**src/rtl/riscape_fetch_pkg.sv**
```systemverilog
// Shared types for the instruction-fetch front end: FSM states and the
// {pc, instr} record carried through the prefetch FIFO.
package riscape_fetch_pkg;

  localparam int unsigned XLEN = 32;

  typedef enum logic [1:0] {
    IDLE  = 2'd0,
    FETCH = 2'd1,
    FLUSH = 2'd2
  } fetch_state_t;

  typedef struct packed {
    logic [XLEN-1:0] pc;
    logic [XLEN-1:0] instr;
  } fetch_entry_t;

  // Clear the byte-offset bits of a PC.
  function automatic logic [XLEN-1:0] word_align(input logic [XLEN-1:0] a);
    return a & ~XLEN'(3);
  endfunction

endpackage

```
**src/rtl/fetch_fifo.sv**
```systemverilog
// In-order FIFO of fetch entries; read/write pointers carry an extra wrap bit
// so full and empty are distinguished without a separate counter.
module fetch_fifo
  import riscape_fetch_pkg::*;
#(
  parameter  int unsigned DEPTH = 4,
  localparam int unsigned AW    = $clog2(DEPTH),
  localparam int unsigned CW    = AW + 1
) (
  input  logic          clk,
  input  logic          rst_n,
  input  logic          i_push,
  input  fetch_entry_t  i_data,
  input  logic          i_pop,
  input  logic          i_flush,
  output fetch_entry_t  o_data,
  output logic          o_full,
  output logic          o_empty,
  output logic [CW-1:0] o_count
);

  logic [CW-1:0] r_wr_ptr;
  logic [CW-1:0] r_rd_ptr;
  fetch_entry_t  r_mem [DEPTH];
  logic          w_pop_en;
  logic          w_push_en;

  assign o_count   = r_wr_ptr - r_rd_ptr;
  assign o_empty   = (r_wr_ptr == r_rd_ptr);
  assign o_full    = (r_wr_ptr[AW] != r_rd_ptr[AW]) &&
                     (r_wr_ptr[AW-1:0] == r_rd_ptr[AW-1:0]);
  assign w_pop_en  = i_pop && !o_empty;
  // A full FIFO may accept a push in the same cycle its head is popped.
  assign w_push_en = i_push && (!o_full || w_pop_en);
  assign o_data    = r_mem[r_rd_ptr[AW-1:0]];

  always_ff @(posedge clk or negedge rst_n) begin
    if (!rst_n) begin
      r_wr_ptr <= '0;
      r_rd_ptr <= '0;
      for (int unsigned i = 0; i < DEPTH; i++) begin
        r_mem[i] <= '0;
      end
    end else if (i_flush) begin
      r_rd_ptr <= r_wr_ptr;
    end else begin
      if (w_push_en) begin
        r_mem[r_wr_ptr[AW-1:0]] <= i_data;
        r_wr_ptr                <= r_wr_ptr + CW'(1);
      end
      if (w_pop_en) begin
        r_rd_ptr <= r_rd_ptr + CW'(1);
      end
    end
  end

endmodule

```
**src/rtl/fetch_prefetch_buffer.sv**
```systemverilog
// Sequential instruction prefetcher: issues word fetches under a credit limit,
// buffers in-order responses with their PCs, and discards stale fetches on redirect.
module fetch_prefetch_buffer
  import riscape_fetch_pkg::*;
#(
  parameter int unsigned     DEPTH    = 4,
  parameter logic [XLEN-1:0] RESET_PC = 32'h0000_0000
) (
  input  logic        clk,
  input  logic        reset,
  input  logic        redirect_i,
  input  logic [31:0] redirect_pc_i,
  input  logic        instr_ready_i,
  output logic        instr_valid_o,
  output logic [31:0] instr_o,
  output logic [31:0] instr_pc_o,
  output logic        mem_req_o,
  output logic [31:0] mem_addr_o,
  input  logic        mem_gnt_i,
  input  logic        mem_rvalid_i,
  input  logic [31:0] mem_rdata_i
);

  localparam int unsigned CW = $clog2(DEPTH) + 1;
  localparam int unsigned SW = CW + 1;

  fetch_state_t    r_state;
  fetch_state_t    w_state_nxt;
  logic [XLEN-1:0] r_fetch_pc;
  logic [XLEN-1:0] r_resp_pc;
  logic [XLEN-1:0] r_pend_addr;
  logic            r_pending;
  logic            r_pend_stale;
  logic [CW-1:0]   r_outstanding;
  logic [CW-1:0]   r_discard;
  logic [CW-1:0]   w_out_nxt;
  logic [CW-1:0]   w_discard_nxt;
  logic [CW-1:0]   w_count;
  logic [XLEN-1:0] w_target;
  logic            w_credit;
  logic            w_gnt;
  logic            w_hold;
  logic            w_keep;
  logic            w_push;
  logic            w_pop;
  logic            w_fifo_full;
  logic            w_fifo_empty;
  fetch_entry_t    w_push_data;
  fetch_entry_t    w_head;

  assign w_target = word_align(redirect_pc_i);

  // Buffered plus in-flight words may never exceed the FIFO size.
  assign w_credit   = (SW'(w_count) + SW'(r_outstanding)) < SW'(DEPTH);
  assign mem_req_o  = r_pending || ((r_state != IDLE) && w_credit);
  assign mem_addr_o = r_pending ? r_pend_addr : r_fetch_pc;
  assign w_gnt      = mem_req_o && mem_gnt_i;
  assign w_hold     = mem_req_o && !mem_gnt_i;

  assign w_keep        = mem_rvalid_i && (r_discard == '0);
  assign w_push        = w_keep && !redirect_i;
  assign instr_valid_o = !w_fifo_empty && !redirect_i;
  assign w_pop         = instr_valid_o && instr_ready_i;
  assign w_push_data   = '{pc: r_resp_pc, instr: mem_rdata_i};
  assign instr_o       = w_head.instr;
  assign instr_pc_o    = w_head.pc;

  assign w_out_nxt = r_outstanding + CW'(w_gnt) - CW'(mem_rvalid_i);

  // On redirect everything still in flight, including a held request, is dropped.
  always_comb begin
    w_discard_nxt = r_discard;
    if (redirect_i) begin
      w_discard_nxt = w_out_nxt + CW'(w_hold);
    end else if (mem_rvalid_i && (r_discard != '0)) begin
      w_discard_nxt = r_discard - CW'(1);
    end
  end

  always_comb begin
    w_state_nxt = r_state;
    case (r_state)
      IDLE:    w_state_nxt = FETCH;
      FETCH:   if (redirect_i && (r_outstanding != '0)) w_state_nxt = FLUSH;
      FLUSH:   if (w_discard_nxt == '0) w_state_nxt = FETCH;
      default: w_state_nxt = IDLE;
    endcase
  end

  always_ff @(posedge clk or negedge reset) begin
    if (!reset) begin
      r_state <= IDLE;
    end else begin
      r_state <= w_state_nxt;
    end
  end

  // A held request that outlived a redirect carries an old address, so its
  // grant must not advance the new fetch PC.
  always_ff @(posedge clk or negedge reset) begin
    if (!reset) begin
      r_fetch_pc    <= RESET_PC;
      r_resp_pc     <= RESET_PC;
      r_pend_addr   <= RESET_PC;
      r_pending     <= 1'b0;
      r_pend_stale  <= 1'b0;
      r_outstanding <= '0;
      r_discard     <= '0;
    end else begin
      r_outstanding <= w_out_nxt;
      r_discard     <= w_discard_nxt;
      r_pending     <= w_hold;
      r_pend_stale  <= w_hold && (redirect_i || r_pend_stale);
      if (w_hold) begin
        r_pend_addr <= mem_addr_o;
      end
      if (redirect_i) begin
        r_fetch_pc <= w_target;
        r_resp_pc  <= w_target;
      end else begin
        if (w_gnt && !(r_pending && r_pend_stale)) begin
          r_fetch_pc <= r_fetch_pc + XLEN'(4);
        end
        if (w_keep) begin
          r_resp_pc <= r_resp_pc + XLEN'(4);
        end
      end
    end
  end

  fetch_fifo #(
    .DEPTH (DEPTH)
  ) u_fifo (
    .clk     (clk),
    .rst_n   (reset),
    .i_push  (w_push),
    .i_data  (w_push_data),
    .i_pop   (w_pop),
    .i_flush (redirect_i),
    .o_data  (w_head),
    .o_full  (w_fifo_full),
    .o_empty (w_fifo_empty),
    .o_count (w_count)
  );

  // The credit rule makes an unpopped push into a full FIFO unreachable.
  a_no_overflow: assert property (@(posedge clk) disable iff (!reset)
    !(w_push && w_fifo_full && !w_pop));

endmodule
```
**config.mk**
```make
export PLATFORM = sky130hd
export DESIGN_NAME = fetch_prefetch_buffer
export DESIGN_NICKNAME = d
export VERILOG_FILES = /design/src/rtl/riscape_fetch_pkg.sv /design/src/rtl/fetch_fifo.sv /design/src/rtl/fetch_prefetch_buffer.sv
export SDC_FILE = /design/constraint.sdc
export NUM_CORES = 1
export LEC_CHECK = 0
export BUFFER_PORTS_ARGS = -buffer_cell sky130_fd_sc_hd__buf_2
export CORE_MARGIN = 3
export CORE_UTILIZATION = 35
export CTS_BUF_LIST = sky130_fd_sc_hd__clkbuf_16
export DETAILED_ROUTE_END_ITERATION = 6
export GPL_TIMING_DRIVEN = 0
export SLEW_MARGIN = 20
export SYNTH_ARGS = -nofsm -noshare
export SYNTH_HDL_FRONTEND = slang
export SYNTH_SLANG_ARGS = --single-unit
export TNS_END_PERCENT = 5
```
**constraint.sdc**
```tcl
create_clock -name clk -period 8.76 [get_ports clk]
set_input_delay 0.876 -clock clk [delete_from_list [all_inputs] [get_ports clk]]
set_output_delay 0.876 -clock clk [all_outputs]
set_load 0.1 [all_outputs]
```
# After elaboration in Yosys (flattened, before gate mapping)
# Cells that the tools add are included.
# Widths: inputs -> output; s select.
# op_classes
addsub	10
n_bitwise	3
n_mux	18
eq_ne	7
order_cmp	4
n_reduce_logical	35
# ops
operator	n
$bwmux 256	1
$mux 64	3
$mux 32	5
$bmux 64 s2	1
$demux 64 s2	1
$add 32x3->32 const B	2
$logic_and 1x1->1	16
$mux 3	4
$reduce_bool 2->1	4
$add 3x1->3	2
$add 3x1->3 const B	2
$ge 3x3->1 const B	2
$logic_not 3->1	2
$not 2->3	2
$pmux 2 s3	1
$reduce_bool 3->1	2
$logic_not 1->1	5
$add 3x3->4	1
$lt 4x3->1 const B	1
$mux 2	2
$ne 2x2->1 const B	2
$reduce_and 2->1	2
$eq 3x3->1	1
$logic_or 1x1->1	3
other kinds (10)	10
# word_totals
elab_cells	95
inputBits	70
output_inout_bits	98
regBits	368

# Logic depth before layout (Yosys ltp)
# logic_depth
ltp_word	13
ltp_mapped	21
mapped_depth_nobuf	21

# Modules after synthesis
# Synthesis repeated with hierarchy kept, for this count alone.
# hier_totals
cells_unflattened	1195
hier_area_um2	17843.4
# modules_own_cells
module	area_per_inst_um2	n_inst	cells_each
fetch_fifo	12179.2	1	674
fetch_prefetch_buffer	5664.2	1	521

# Worst setup path before layout
# Ideal clock, no wire load.
# synth_timing
kind	register to register
startpoint	register u_fifo.r_rd_ptr[1]
endpoint	register r_state[0]
setup_slack_ps	3593
arrival_ps	5046
setup_time_ps	121
synth_period_minus_slack_ps	5167
stages_incl_launch_ff	22
path_cell_list	dfrtp_1 > clkbuf_1 > clkbuf_1 > inv_1 > fa_1 > xor2_1 > ha_1 > nor3_1 > nor2b_1 > a21o_1 > nand2_1 > ha_1 > inv_1 > ha_1 > inv_1 > fa_1 > inv_1 > ha_1 > xor2_1 > nor3b_1 > o221a_2 > a22o_1
# synth_via
elab_chain_cells	13
word_cells_on_any_way	14
# synth_rtl
element	line	text
start, declared	fetch_fifo.sv:23	logic [CW-1:0] r_rd_ptr;
start signal, assigned	fetch_fifo.sv:45	r_rd_ptr <= r_wr_ptr;
start signal, assigned	fetch_fifo.sv:52	r_rd_ptr <= r_rd_ptr + CW'(1);
$sub 3x3->3	fetch_fifo.sv:28	assign o_count = r_wr_ptr - r_rd_ptr;
$add 3x3->4	fetch_prefetch_buffer.sv:54	assign w_credit = (SW'(w_count) + SW'(r_outstanding)) < SW'(DEPTH);
$lt 4x3->1	fetch_prefetch_buffer.sv:54	
$logic_and 1x1->1	fetch_prefetch_buffer.sv:55	assign mem_req_o = r_pending || ((r_state != IDLE) && w_credit);
$logic_or 1x1->1	fetch_prefetch_buffer.sv:55	
net mem_req_o	fetch_prefetch_buffer.sv:17	output logic mem_req_o,
$logic_and 1x1->1	fetch_prefetch_buffer.sv:57	assign w_gnt = mem_req_o && mem_gnt_i;
$add 3x1->3	fetch_prefetch_buffer.sv:68	assign w_out_nxt = r_outstanding + CW'(w_gnt) - CW'(mem_rvalid_i);
$sub 3x1->3	fetch_prefetch_buffer.sv:68	
net w_out_nxt[1]	fetch_prefetch_buffer.sv:36	logic [CW-1:0] w_out_nxt;
$add 3x1->3	fetch_prefetch_buffer.sv:74	w_discard_nxt = w_out_nxt + CW'(w_hold);
$mux 3	fetch_prefetch_buffer.sv:73	if (redirect_i) begin
$logic_not 3->1	fetch_prefetch_buffer.sv:85	FLUSH: if (w_discard_nxt == '0) w_state_nxt = FETCH;
$ne 2x2->1 (no source line)	-	
$reduce_and 2->1 (no source line)	-	
end signal, assigned	fetch_prefetch_buffer.sv:94	r_state <= w_state_nxt;
end, declared	fetch_prefetch_buffer.sv:27	fetch_state_t r_state;
# The timed path passes the listed nets, and every way through them passes these cells.
# A chain may end at the register's enable or synchronous reset.

# Worst setup path after layout
# layout_timing
startpoint	register u_fifo.r_rd_ptr[1]
endpoint	register r_state[0]
# layout_via
elab_chain_cells	13
word_cells_on_any_way	14
# layout_rtl
element	line
$sub 3x3->3	fetch_fifo.sv:28
$add 3x3->4	fetch_prefetch_buffer.sv:54
$lt 4x3->1	fetch_prefetch_buffer.sv:54
$logic_and 1x1->1	fetch_prefetch_buffer.sv:55
$logic_or 1x1->1	fetch_prefetch_buffer.sv:55
$logic_and 1x1->1	fetch_prefetch_buffer.sv:57
$add 3x1->3	fetch_prefetch_buffer.sv:68
$sub 3x1->3	fetch_prefetch_buffer.sv:68
net w_out_nxt[1]	fetch_prefetch_buffer.sv:36
$add 3x1->3	fetch_prefetch_buffer.sv:74
$mux 3	fetch_prefetch_buffer.sv:73
$logic_not 3->1	fetch_prefetch_buffer.sv:85
$ne 2x2->1 (no source line)	-
$reduce_and 2->1 (no source line)	-
# The timed path passes the listed nets, and every way through them passes these cells.

==> flow_summary.toml <==
[global_routing]
grt_pass1_wl_um = 62900
antenna_found_initial = 4
grt_pass1_vias = 11200
grt_overflow = 0
grt_usage = 0.159
grt_max_degree = 93

[yosys]
synthesis.instances = 1173
syn-cell-area_um2 = 16800
synth_edf_count = 0
synth.area.mux_share = 0.307
yosys_most_used_dff = "dfrtp_1"
ys_types = 69
yosys_warnings = 0
synth.yosys.seq_area_share = 0.530
synth-adder-area-share = 0.0150
synthArstFlopShare = 1.00
synth-compound-area-share = 0.0355
synth_top_family_by_area = "multiplexers"
synth_xor_area_frac = 0.0279
yosys.area_share.simple = 0.0564
yosys_register_bits = 356
synth_area_per_cell_um2 = 14.3

[sta]
hold_violations = 0
slew_viol_final = 0
timing.hold.ws_ns = 0.318
skew_ns = 0.0309
rsz0062_at_grt = "false"
min_period_over_period = 0.635
fmax_mhz = 180
maxSlewHeadroom = 0.415
tightest_slew_ns = 0.877
setup_violations = 0
min_period_ns = 5.57
worst_slack_ns = 3.19

[worst_setup_path]
cp-end-kind = "register"
arrival_ns = 5.99
worstSetupStartpointType = "register"
crit_chain = "clkbuf_1 -> clkbuf_1 -> inv_1 -> fa_1 -> xor2_1 -> ha_1 -> nor3_1 -> nor2b_1 -> a21o_1 -> nand2_1 -> ha_1 -> inv_1 -> ha_1 -> inv_1 -> fa_1 -> inv_1 -> ha_1 -> xor2_1 -> nor3b_1 -> o221a_2 -> a22o_1"
worstPathMaxFanout = 10
slowest_stage = "clkbuf_1"
path_class = "register to register"
slowest_delay_ns = 0.67
cp.required_ns = 9.19

[place]
pre_cts_slack_ns = 3.16
io_buffer_count = 162
dpl.hpwl_um = 28200
place_congestion = 0.828
placed_area_um2 = 18500
place_inst = 1946

[routing]
wl_per_cell_um = 19.6
vias = 10300
wl_um = 39600
drt_pre_antenna_iters = 4
viasPerCell = 5.11
postRouteAntennaNets = 0
drtIter0Drc = 340
drc = 0

[clock_network]
clk_pin_slew_ns = 0.06
cts_buffers = 40
cts.hold.buffers_added = 0
root_buffer = "clkbuf_16"
cts_sinks = 356
htreeDepth = 2
clock_latency_ns = 0.56
post_cts_buffers = 0
ctsResizeCount = 0
tritoncts = "yes"
cts_buffer_depth = 3

[floorplanning]
initial_core_util = 0.358
die_height_um = 225
pin_count = 168
die-area_um2 = 50700
die_x_um = 225
coreArea_um2 = 47000
rows = 79

[layout]
final_common_cell = "dfrtp_1"
final_cells = 2018
fin_nets = 1470
drive_above_1_share = 0.467
area_growth_pct = 17.4
final_area_um2 = 19700
fillers = 4358
diodes = 0
final_cell_mix = "dfrtp_1, mux2_2, buf_2"

[run_status]
status = "completed"

[worst_hold_path]
hold_path_class = "input pin to async pin"

[flow_run]
drv_cap = 0
==> routing by layer <==
metal,part of all wire,track usage,up-vias,wire (um)
met4,0.021,0.0457,8,838
met3,0.047,0.0348,71,1860
met1,0.45,0.208,5319,17900
met2,0.48,0.267,198,19000
li1,-,-,4726,-
met5,0.0012,0,-,48
==> sequential cells by signal (all words and copies together) (netlist names) <==
signal and flops:
r_discard 3, r_fetch_pc 30, r_outstanding 3, r_pend_addr 32
r_pend_stale 1, r_pending 1, r_resp_pc 30, r_state 2
u_fifo.r_mem 248, u_fifo.r_rd_ptr 3, u_fifo.r_wr_ptr 3
==> per-stage QoR <==
step | setup TNS, ns | util
final | 0 | 0.420
after floorplan | 0 | -
after CTS | 0 | 0.420
after detailed placement | 0 | 0.393
after global placement | -30.96 | 0.391
after global routing | 0 | 0.420
==> final cells by class <==
| type | instances | area (um^2) | area share |
|---|---|---|---|
| Tap cell | 607 | 759 | 0.0385 |
| Sequential cell | 356 | 8910 | 0.452 |
| Clock buffer | 41 | 1030 | 0.0520 |
| Inverter | 26 | 97.6 | 0.00495 |
| Buffer | 77 | 370 | 0.0188 |
| Clock inverter | 31 | 225 | 0.0114 |
| Multi-Input combinational cell | 715 | 7430 | 0.377 |
| Timing Repair Buffer | 165 | 903 | 0.0458 |
==> kinds of logic (layout without fill, tap and decap cells) <==
family | after synthesis | count (layout)
and+or+nand+nor | 161 | 161
adders and majority gates | 19 | 19
DFF | 356 | 356
other | 1 | 2
AOI/OAI and AO/OA | 85 | 85
buffers and inverters | 103 | 340
muxes | 396 | 396
xor gates and xnor gates | 52 | 52
==> worst max-delay path: cells and delay by family, from the launching register on <==
| family | cells | cell delay [ns] |
|---|---|---|
| AO/OA/AOI/OAI | 3 | 0.60 |
| XOR/XNOR | 2 | 0.34 |
| adder cells (fa/ha/maj) | 6 | 1.81 |
| buffers and inverters | 6 | 1.58 |
| flip-flops | 1 | 0.36 |
| AND/OR/NAND/NOR | 4 | 0.74 |
==> final timing paths <==
| path | slack [ns] | start | cells after the start | to |
|---|---|---|---|---|
| min in group clk | 0.49 | u_fifo.r_mem[171]$_DFFE_PN0P_ | 1 | u_fifo.r_mem[171]$_DFFE_PN0P_ |
| hold / removal | 0.32 | reset | 1 | r_pend_addr[7]$_DFFE_PN0P_ |
| max in group asynchronous | 7.12 | reset | 3 | u_fifo.r_mem[253]$_DFFE_PN0P_ |
| setup reg to reg | 3.19 | u_fifo.r_rd_ptr[1]$_DFFE_PN0P_ | 21 | r_state[0]$_DFFE_PN0P_ |
| hold reg to reg | 0.49 | u_fifo.r_mem[171]$_DFFE_PN0P_ | 1 | u_fifo.r_mem[171]$_DFFE_PN0P_ |
| setup / recovery | 3.19 | u_fifo.r_rd_ptr[1]$_DFFE_PN0P_ | 21 | r_state[0]$_DFFE_PN0P_ |
==> cells in the mapped netlist, types with 6 or more instances <==
cell | number | share of area
a211oi_1 | 7 | 0.0031
o31a_1 | 6 | 0.0031
nor3_1 | 10 | 0.0030
a31oi_1 | 8 | 0.0030
xor2_1 | 13 | 0.0068
nand3_1 | 13 | 0.0039
clkbuf_1 | 27 | 0.0060
nor4_1 | 6 | 0.0022
nand2_1 | 35 | 0.0078
and4_1 | 6 | 0.0031
xnor2_1 | 38 | 0.020
dfrtp_1 | 356 | 0.53
nor2_1 | 30 | 0.0067
ha_1 | 17 | 0.013
mux2_2 | 311 | 0.21
o21ai_0 | 15 | 0.0045
inv_1 | 26 | 0.0058
buf_2 | 40 | 0.012
mux4_2 | 62 | 0.083
mux2_1 | 20 | 0.013
nand4_1 | 6 | 0.0022
a21oi_1 | 16 | 0.0048
Power is not shown: default switching activity piles up to over one toggle a cycle in this logic, so the estimate is an artifact.
